==> src/rtl/branch_predictor_if.sv <==
// Fetch-side lookup and execute-side training signals shared between the pipeline and the predictor.
interface branch_predictor_if #(
  parameter int DBITS   = 32,
  parameter int IDXBITS = 6
);
  logic [DBITS-1:0]   lk_pc;
  logic [DBITS-1:0]   lk_pred_pc;
  logic               lk_taken;
  logic [IDXBITS-1:0] lk_cidx;

  logic               upd_valid;
  logic [DBITS-1:0]   upd_pc;
  logic               upd_is_jmp;
  logic               upd_taken;
  logic [DBITS-1:0]   upd_target;
  logic [IDXBITS-1:0] upd_cidx;
  logic               upd_mispred;

  modport master (
    output lk_pc,
    input  lk_pred_pc, lk_taken, lk_cidx,
    output upd_valid, upd_pc, upd_is_jmp, upd_taken, upd_target, upd_cidx, upd_mispred
  );

  modport slave (
    input  lk_pc,
    output lk_pred_pc, lk_taken, lk_cidx,
    input  upd_valid, upd_pc, upd_is_jmp, upd_taken, upd_target, upd_cidx, upd_mispred
  );
endinterface

==> src/rtl/branch_predictor.sv <==
// Next-PC predictor: direct-mapped BTB plus saturating direction counters (bimodal or gshare),
// looked up combinationally in fetch and trained from execute, with saturating statistics.
module branch_predictor #(
  parameter int DBITS    = 32,
  parameter int IDXBITS  = 6,
  parameter int TAGBITS  = 8,
  parameter int CTRBITS  = 2,
  parameter int MODE     = 0,
  parameter int HISTBITS = 4,
  parameter int STATBITS = 16,
  parameter int INSTSIZE = 4
) (
  input  logic                clk,
  input  logic                reset,
  branch_predictor_if.slave   bp,
  output logic [STATBITS-1:0] stat_br,
  output logic [STATBITS-1:0] stat_mis
);
  localparam int ENTRIES = 1 << IDXBITS;
  localparam logic [CTRBITS-1:0] CTR_INIT = CTRBITS'((1 << (CTRBITS - 1)) - 1);
  localparam logic [CTRBITS-1:0] CTR_MAX  = '1;

  logic                valid_q  [ENTRIES];
  logic [TAGBITS-1:0]  tag_q    [ENTRIES];
  logic [DBITS-1:0]    target_q [ENTRIES];
  logic                jmp_q    [ENTRIES];
  logic [CTRBITS-1:0]  ctr_q    [ENTRIES];
  logic [HISTBITS-1:0] ghr_q;

  logic [IDXBITS-1:0]  lk_idx, upd_idx, ghr_ext, lk_cidx_c;
  logic [TAGBITS-1:0]  lk_tag, upd_tag;
  logic [HISTBITS:0]   ghr_cat;
  logic                lk_hit, lk_taken_c;
  logic                unused_bits;

  assign lk_idx  = bp.lk_pc[IDXBITS+1:2];
  assign lk_tag  = bp.lk_pc[IDXBITS+TAGBITS+1:IDXBITS+2];
  assign upd_idx = bp.upd_pc[IDXBITS+1:2];
  assign upd_tag = bp.upd_pc[IDXBITS+TAGBITS+1:IDXBITS+2];
  assign ghr_cat = {ghr_q, bp.upd_taken};

  assign unused_bits = ^{bp.upd_pc, ghr_cat[HISTBITS]};

  always_comb begin
    ghr_ext = '0;
    ghr_ext[HISTBITS-1:0] = ghr_q;
  end

  // While reset is held, the tables still hold stale contents; mask them so fetch sees PC+INSTSIZE.
  assign lk_cidx_c  = (MODE != 0 && !reset) ? (lk_idx ^ ghr_ext) : lk_idx;
  assign lk_hit     = valid_q[lk_idx] && (tag_q[lk_idx] == lk_tag);
  assign lk_taken_c = !reset && lk_hit && (jmp_q[lk_idx] || ctr_q[lk_cidx_c][CTRBITS-1]);

  assign bp.lk_taken   = lk_taken_c;
  assign bp.lk_cidx    = lk_cidx_c;
  assign bp.lk_pred_pc = lk_taken_c ? target_q[lk_idx] : bp.lk_pc + DBITS'(INSTSIZE);

  always_ff @(posedge clk) begin
    if (reset) begin
      for (int i = 0; i < ENTRIES; i++) begin
        valid_q[i] <= 1'b0;
        ctr_q[i]   <= CTR_INIT;
      end
      ghr_q    <= '0;
      stat_br  <= '0;
      stat_mis <= '0;
    end else if (bp.upd_valid) begin
      if (bp.upd_taken) begin
        valid_q[upd_idx] <= 1'b1;
      end
      if (!bp.upd_is_jmp) begin
        if (bp.upd_taken && ctr_q[bp.upd_cidx] != CTR_MAX) begin
          ctr_q[bp.upd_cidx] <= ctr_q[bp.upd_cidx] + CTRBITS'(1);
        end else if (!bp.upd_taken && ctr_q[bp.upd_cidx] != '0) begin
          ctr_q[bp.upd_cidx] <= ctr_q[bp.upd_cidx] - CTRBITS'(1);
        end
        if (MODE != 0) begin
          ghr_q <= ghr_cat[HISTBITS-1:0];
        end
      end
      if (stat_br != '1) begin
        stat_br <= stat_br + STATBITS'(1);
      end
      if (bp.upd_mispred && stat_mis != '1) begin
        stat_mis <= stat_mis + STATBITS'(1);
      end
    end
  end

  // Payload fields need no reset: they are only observed behind a set valid bit.
  always_ff @(posedge clk) begin
    if (!reset && bp.upd_valid && bp.upd_taken) begin
      tag_q[upd_idx]    <= upd_tag;
      target_q[upd_idx] <= bp.upd_target;
      jmp_q[upd_idx]    <= bp.upd_is_jmp;
    end
  end
endmodule

==> src/flat_wrapper.sv <==
// flat-port wrapper written by rule: the top's interface ports become plain ports
module branch_predictor_flat 
#(
  parameter int DBITS    = 32,
  parameter int IDXBITS  = 6,
  parameter int TAGBITS  = 8,
  parameter int CTRBITS  = 2,
  parameter int MODE     = 0,
  parameter int HISTBITS = 4,
  parameter int STATBITS = 16,
  parameter int INSTSIZE = 4
)
  (clk, reset, stat_br, stat_mis, bp_lk_pc, bp_lk_pred_pc, bp_lk_taken, bp_lk_cidx, bp_upd_valid, bp_upd_pc, bp_upd_is_jmp, bp_upd_taken, bp_upd_target, bp_upd_cidx, bp_upd_mispred);
  branch_predictor_if #(.DBITS(DBITS), .IDXBITS(IDXBITS)) bp_i ();
  input  logic clk;
  input  logic reset;
  output logic [STATBITS-1:0] stat_br;
  output logic [STATBITS-1:0] stat_mis;
  input wire logic [$bits(bp_i.lk_pc)-1:0] bp_lk_pc;
  output wire logic [$bits(bp_i.lk_pred_pc)-1:0] bp_lk_pred_pc;
  output wire logic [$bits(bp_i.lk_taken)-1:0] bp_lk_taken;
  output wire logic [$bits(bp_i.lk_cidx)-1:0] bp_lk_cidx;
  input wire logic [$bits(bp_i.upd_valid)-1:0] bp_upd_valid;
  input wire logic [$bits(bp_i.upd_pc)-1:0] bp_upd_pc;
  input wire logic [$bits(bp_i.upd_is_jmp)-1:0] bp_upd_is_jmp;
  input wire logic [$bits(bp_i.upd_taken)-1:0] bp_upd_taken;
  input wire logic [$bits(bp_i.upd_target)-1:0] bp_upd_target;
  input wire logic [$bits(bp_i.upd_cidx)-1:0] bp_upd_cidx;
  input wire logic [$bits(bp_i.upd_mispred)-1:0] bp_upd_mispred;
  assign bp_i.lk_pc = bp_lk_pc;
  assign bp_lk_pred_pc = bp_i.lk_pred_pc;
  assign bp_lk_taken = bp_i.lk_taken;
  assign bp_lk_cidx = bp_i.lk_cidx;
  assign bp_i.upd_valid = bp_upd_valid;
  assign bp_i.upd_pc = bp_upd_pc;
  assign bp_i.upd_is_jmp = bp_upd_is_jmp;
  assign bp_i.upd_taken = bp_upd_taken;
  assign bp_i.upd_target = bp_upd_target;
  assign bp_i.upd_cidx = bp_upd_cidx;
  assign bp_i.upd_mispred = bp_upd_mispred;
  branch_predictor #(.DBITS(DBITS), .IDXBITS(IDXBITS), .TAGBITS(TAGBITS), .CTRBITS(CTRBITS), .MODE(MODE), .HISTBITS(HISTBITS), .STATBITS(STATBITS), .INSTSIZE(INSTSIZE)) u_core (.clk(clk), .reset(reset), .bp(bp_i), .stat_br(stat_br), .stat_mis(stat_mis));
endmodule
==> config.mk <==
export PLATFORM = sky130hd
export DESIGN_NAME = branch_predictor_flat
export DESIGN_NICKNAME = d
export VERILOG_FILES = /design/src/rtl/branch_predictor_if.sv /design/src/rtl/branch_predictor.sv /design/src/flat_wrapper.sv
export SDC_FILE = /design/constraint.sdc
export NUM_CORES = 2
export LEC_CHECK = 0
export ABC_AREA = 0
export BUFFER_PORTS_ARGS = -buffer_cell sky130_fd_sc_hd__buf_2
export CORE_MARGIN = 4
export CORE_UTILIZATION = 40
export CTS_CLUSTER_SIZE = 16
export DETAILED_ROUTE_END_ITERATION = 10
export GPL_TIMING_DRIVEN = 1
export PLACE_DENSITY_LB_ADDON = 0.3
export SYNTH_ARGS = -nofsm -noshare
export SYNTH_HDL_FRONTEND = slang
export SYNTH_SLANG_ARGS = --single-unit
==> constraint.sdc <==
create_clock -name clk -period 7.1 [get_ports clk]
set_input_delay 0.71 -clock clk [delete_from_list [all_inputs] [get_ports clk]]
set_output_delay 0.71 -clock clk [all_outputs]
set_load 0.005 [all_outputs]
[Yosys cells after proc, flatten, opt, wreduce, memory -nomap -nowiden]
Memories as Yosys holds them, arrays and structs flattened.
Index checks and enable logic that the tools add are counted.
Cells by class
  bitwise operators: 1
  equal/unequal tests: 4
  multiplexer cells: 27
  $mul: 0
  div/mod/pow operators: 0
  reduce and logical (&&, ||, !) cells: 16
  shift operators: 0
  add/sub/neg operators: 5
  magnitude comparators: 0
Operators with widths (number)
  16-bit by 1-bit adder with 16-bit output, second input constant: 2
  32-bit by 3-bit adder with 32-bit output, second input constant: 1
  32-bit 2-to-1 mux: 1
  16-bit inequality test, second input constant: 2
  1-bit 2-to-1 mux: 22
  6-bit 2-to-1 mux: 2
  8-bit equality test: 1
  1-bit logical AND: 8
  2-bit 2-to-1 mux: 2
  2-bit AND reduction: 2
  2-bit by 1-bit adder with 2-bit output, second input constant: 1
  1-bit zero test: 2
  2-bit inequality test, second input constant: 1
  2-bit nonzero test: 1
  2-bit OR reduction: 1
  2-bit by 1-bit subtractor with 2-bit output, second input constant: 1
  1-bit logical OR: 1
  1-bit bitwise OR: 1
  1-bit OR reduction: 1
Word-level totals
  logic and storage cells: 60
  RAM bits: 2816
  bits in latches: 0
  bits of input ports: 108
  output and inout port bits: 71
  register bits: 32
  ROM bits: 0
  memories kept: 5
Memories
  u_core.target_q: depth 64, width 32, read ports 1, clocked after Yosys merged registers in 0, wr ports 1, RTL line branch_predictor.sv:25  | logic [DBITS-1:0] target_q [ENTRIES];
  u_core.tag_q: depth 64, width 8, read ports 1, clocked after Yosys merged registers in 0, wr ports 1, RTL line branch_predictor.sv:24  | logic [TAGBITS-1:0] tag_q [ENTRIES];
  u_core.ctr_q: depth 64, width 2, read ports 2, clocked after Yosys merged registers in 0, wr ports 64, RTL line branch_predictor.sv:27  | logic [CTRBITS-1:0] ctr_q [ENTRIES];
  u_core.jmp_q: depth 64, width 1, read ports 1, clocked after Yosys merged registers in 0, wr ports 1, RTL line branch_predictor.sv:26  | logic jmp_q [ENTRIES];
  u_core.valid_q: depth 64, width 1, read ports 1, clocked after Yosys merged registers in 0, wr ports 64, RTL line branch_predictor.sv:23  | logic valid_q [ENTRIES];

[Logic depth before layout (Yosys ltp)]
An unclocked memory read counts as a cell.
  depth after elaboration: 12
  depth in mapped cells: 15
  gate-level depth less buffers: 10

[Worst setup path after synthesis]
Ideal clock, no wire load.
  kind: input -> output
  from: input bp_lk_pc[2]
  to: output bp_lk_pred_pc[27]
  buffers on the path: 5
  path slack: 2.623 ns
  arrival: 3.767 ns
  required time: 6.390 ns
  stages: 9
  cell sequence: buf_2 buf_6 buf_4 clkbuf_1 clkbuf_1 mux4_2 mux4_2 mux4_2 mux2_1
Between the ends
  cells in the longest elaborated chain, start to end: 6
  elaborated cells on any way between the ends: 12
  classes of those cells: add/sub: 1; eq/ne: 1; mux: 1; reduce/logical: 4; memory: 5
RTL lines
  start: declaration: RTL line flat_wrapper.sv:19  | input wire logic [$bits(bp_i.lk_pc)-1:0] bp_lk_pc;
  memory read 64 x 8 bit
  8-bit equality test: RTL line branch_predictor.sv:51  | assign lk_hit = valid_q[lk_idx] && (tag_q[lk_idx] == lk_tag);
  1-bit logical AND: RTL line branch_predictor.sv:51
  1-bit logical AND (2 in a row): RTL line branch_predictor.sv:52  | assign lk_taken_c = !reset && lk_hit && (jmp_q[lk_idx] || ctr_q[lk_cidx_c][CTRBITS-1]);
  32-bit 2-to-1 mux (*): RTL line branch_predictor.sv:56  | assign bp.lk_pred_pc = lk_taken_c ? target_q[lk_idx] : bp.lk_pc + DBITS'(INSTSIZE);
  end: declaration: RTL line flat_wrapper.sv:20  | output wire logic [$bits(bp_i.lk_pred_pc)-1:0] bp_lk_pred_pc;
Mark *: on every way between the ends. The rest lies on a longest branch, timed or not.

[Final worst setup path]
  from: input bp_lk_pc[4]
  to: output bp_lk_pred_pc[12]
The elaborated chain is that of the path after synthesis.

==> results.sh <==
export IMPL_max_slew_margin=0.137
export IMPL_drc=0
export IMPL_fillers=23100
export IMPL_clock_fmax_ghz=0.170
export IMPL_cts_resized=0
export IMPL_critPathSlowestCell="nand2_1"
export IMPL_setup_tns_ns=0
export IMPL_max_stage_delay_ns=0.67
export IMPL_routedWlPerCell_um=34.3
export IMPL_finalHoldViolCount=0
export IMPL_finalCriticalPeriod_ns=5.88
export IMPL_powerDensity_nw_per_um2=277
export IMPL_setup_viol=0
export IMPL_hold_path_cell_count=2
export IMPL_place_ws_ns=1.22
export IMPL_netlist_area_leader_share=0.739
export IMPL_synth_edf_count=2752
export IMPL_fin_nets=5678
export IMPL_synth_seq_cells=2848
export IMPL_tritoncts="yes"
export IMPL_synthArstFlopShare=0
export IMPL_top_layer_used="met5"
export IMPL_regToRegStartpoint="u_core.ctr_q[25][0]"
export IMPL_yosys_area_top_type="edfxtp_1"
export IMPL_dpl_hpwl_mm=176
export IMPL_start_util=0.403
export IMPL_synth_cell_types=76
export IMPL_dr_pass1_iters=6
export IMPL_crit_path_max_fanout=70
export IMPL_cp_cell_sequence="buf_8 -> nand2_1 -> o221a_2 -> a221oi_1 -> o211ai_1 -> a21oi_1 -> a311oi_1 -> nand4_1 -> buf_4 -> mux2_1 -> buf_2"
export IMPL_cts_sinks=2848
export IMPL_grt_usage=0.223
export IMPL_slew_violations=0
export IMPL_grt_max_degree=113
export IMPL_cts_setup_buffers=0
export IMPL_fin_skew_ns=0.0410
export IMPL_cp_end_kind="output pin"
export IMPL_wl_met1_mm=126
export IMPL_hp_class="in -> reg"
export IMPL_grt_pass1_wl_mm=449
export IMPL_route_met3_wl_mm=28.7
export IMPL_startpoint_type="input port"
export IMPL_critPathRequiredTime_ns=6.39
export IMPL_timing_rr_end="u_core.ctr_q[51][0]"
export IMPL_synth_fp_nets=5361
export IMPL_worst_pin_slew_ns=1.29
export IMPL_post_dp_cell_area_um2=118000
export IMPL_r2r_cells=9
export IMPL_status="finished clean"
export IMPL_port_buffers=160
export IMPL_reg2reg_slack_ns=2.86
export IMPL_grt_pass1_vias=56300
export IMPL_antenna_found_initial=36
export IMPL_ir_drop_v=0.000280
export IMPL_cts_root_buffer_cell="clkbuf_16"
export IMPL_min_from="reset"
export IMPL_ys_flop_type="edfxtp_1"
export IMPL_holdWs_ns=0.251
export IMPL_ant_nets=0
export IMPL_fin_crit_sh=0.829
export IMPL_clk_pin_slew_worst_paths_ns=0.06
export IMPL_wirelength_mm=326
export IMPL_syn_to_final_growth_pct=13.5
export IMPL_num_vias=56800
export IMPL_crit_path_start="bp_lk_pc[4]"
export IMPL_rows=193
export IMPL_final_instance_count_excl_fill=9505
export IMPL_via_per_inst=5.98
export IMPL_cts_buffer_depth=4
export IMPL_core_area_um2=277000
export IMPL_rsz0062_at_grt="no"
export IMPL_netlist_instances=5250
export IMPL_fin_area_um2=127000
export IMPL_pin_count=179
export IMPL_setup_ws_ns=1.22
export IMPL_ys_top_cells_by_area="edfxtp_1 74%, mux4_2 16%, dfxtp_1 1.7%"
export IMPL_gp_congestion=0.822
export IMPL_dr_first_iter_drc_count=7672
export IMPL_ctsHoldBuffers=0
export IMPL_die_w_um=537
export IMPL_drive_gt1_frac=0.285
export IMPL_placed_cells=8970
export IMPL_clock_latency_ns=0.85
export IMPL_cp_arrival_ns=5.17
export IMPL_crit_type="in -> out"
export IMPL_netlist_area_um2=112000
export IMPL_numCtsBuffers=300
export IMPL_ys_warn_count=0
export IMPL_leakage_uw=0.0393
export IMPL_ys_seq_area_frac=0.756
export IMPL_htreeDepth=5
export IMPL_dieArea_um2=288000
export IMPL_dieHeight_um=537
export IMPL_whs_endpoint="u_core.stat_mis[10]"
export IMPL_overflow=0
export IMPL_wl_met2_mm=161
export IMPL_maxCapViolations=0
export IMPL_synth_area_per_cell_um2=21.3
-- cells by family (layout without fill, tap and decap cells) --
| family | Yosys count | in the layout | share of synthesized area |
|---|---|---|---|
| flip-flops | 2848 | 2848 | 0.756 |
| multiplexers | 964 | 964 | 0.174 |
| adder cells (fa/ha/maj) | 3 | 3 | 0.000336 |
| XOR/XNOR | 62 | 62 | 0.00485 |
| other | 0 | 5 | 0 |
| AO/OA/AOI/OAI | 352 | 352 | 0.0213 |
| buffers and inverters | 396 | 941 | 0.0166 |
| AND/OR/NAND/NOR | 625 | 625 | 0.0270 |
-- cells in the final DEF, fill, tap and decap left out, types with 12 or more instances in the layout --
| cell type | count |
|---|---|
| and3_1 | 12 |
| edfxtp_1 | 2752 |
| mux4_2 | 779 |
| xor2_1 | 35 |
| clkinv_2 | 44 |
| nor2_1 | 168 |
| nor3_1 | 43 |
| o21bai_1 | 40 |
| dfxtp_1 | 96 |
| nand2b_1 | 18 |
| nor2_4 | 64 |
| a211oi_1 | 35 |
| nand4_1 | 20 |
| nor2b_1 | 27 |
| clkbuf_1 | 69 |
| nand3_1 | 41 |
| buf_2 | 154 |
| buf_4 | 168 |
| a21oi_1 | 52 |
| o21ai_0 | 34 |
| mux2_1 | 21 |
| or3_1 | 13 |
| mux2_2 | 46 |
| clkbuf_16 | 304 |
| inv_1 | 72 |
| o22ai_1 | 81 |
| mux2i_1 | 117 |
| clkinv_1 | 68 |
| xnor2_1 | 27 |
| a21o_1 | 25 |
| a22oi_1 | 18 |
| nand2_1 | 140 |
| bufinv_16 | 19 |
-- cell usage after synthesis, types with 8 or more instances --
cell type,count
or2_2,9
buf_4,41
a22oi_1,18
a21o_1,25
and3_1,12
nand2b_1,18
clkbuf_1,109
nand4_1,20
buf_2,88
o21ai_0,34
nand3b_1,11
nand3_1,41
or3_1,13
nor2_1,232
o21bai_1,40
inv_1,72
mux2i_1,117
xnor2_1,27
dfxtp_1,96
a21oi_1,52
nor3_1,43
buf_6,14
mux2_2,46
nor2b_1,27
xor2_1,35
buf_1,71
o22ai_1,81
o211ai_1,8
a211oi_1,35
a31oi_1,10
edfxtp_1,2752
mux2_1,21
mux4_2,779
nand2_1,140
nor3b_1,11
-- stage by stage --
stage	utilization	total power [uW]
floorplan	-	19800
global placement	0.424	20500
detailed placement	0.424	20500
CTS	0.458	35400
global route	0.458	36200
finish	0.458	35200
-- state kept, by name, indices dropped and copies added, names as in the netlist --
register         flops
u_core.stat_br      16
u_core.valid_q      64
u_core.tag_q       512
u_core.jmp_q        64
u_core.ctr_q       128
u_core.target_q   2048
u_core.stat_mis     16
-- worst max-delay path: cells and delay by family --
kind,cells,cell delay (ns)
buffers and inverters,3,1.22
AO/OA/AOI/OAI,5,1.67
AND/OR/NAND/NOR,2,0.79
multiplexers,1,0.57
-- how the worst max path moves through the flow --
stage                                   end  slack (ns)
after floorplan           bp_lk_pred_pc[27]        2.62
after global placement    bp_lk_pred_pc[12]        1.17
after detailed placement  bp_lk_pred_pc[12]        1.22
after CTS                 bp_lk_pred_pc[12]        1.20
after global routing      bp_lk_pred_pc[13]        1.08
final                     bp_lk_pred_pc[12]        1.22
-- power by group --
part / internal [uW] / switching (uW)
clock: 8570 / 6440
combinational: 647 / 1010
sequential: 18500 / 20.0
-- routing by layer --
layer,vias to the layer above,global-route usage
met4,14,0.0664
met1,30700,0.300
met3,547,0.0463
met5,-,0
met2,2945,0.366
li1,22600,-
-- cell type report --
| type | count | area (um^2) | share of cell area |
|---|---|---|---|
| Timing Repair Buffer | 338 | 2320 | 0.0183 |
| Tap cell | 3705 | 4640 | 0.0365 |
| Sequential cell | 2848 | 84600 | 0.666 |
| Inverter | 73 | 277 | 0.00218 |
| Multi-Input combinational cell | 2006 | 25900 | 0.204 |
| Antenna cell | 5 | 12.5 | 0.0000985 |
| Clock inverter | 156 | 1340 | 0.0106 |
| Clock buffer | 374 | 7870 | 0.0620 |
(Power assumes the default switching activity.)
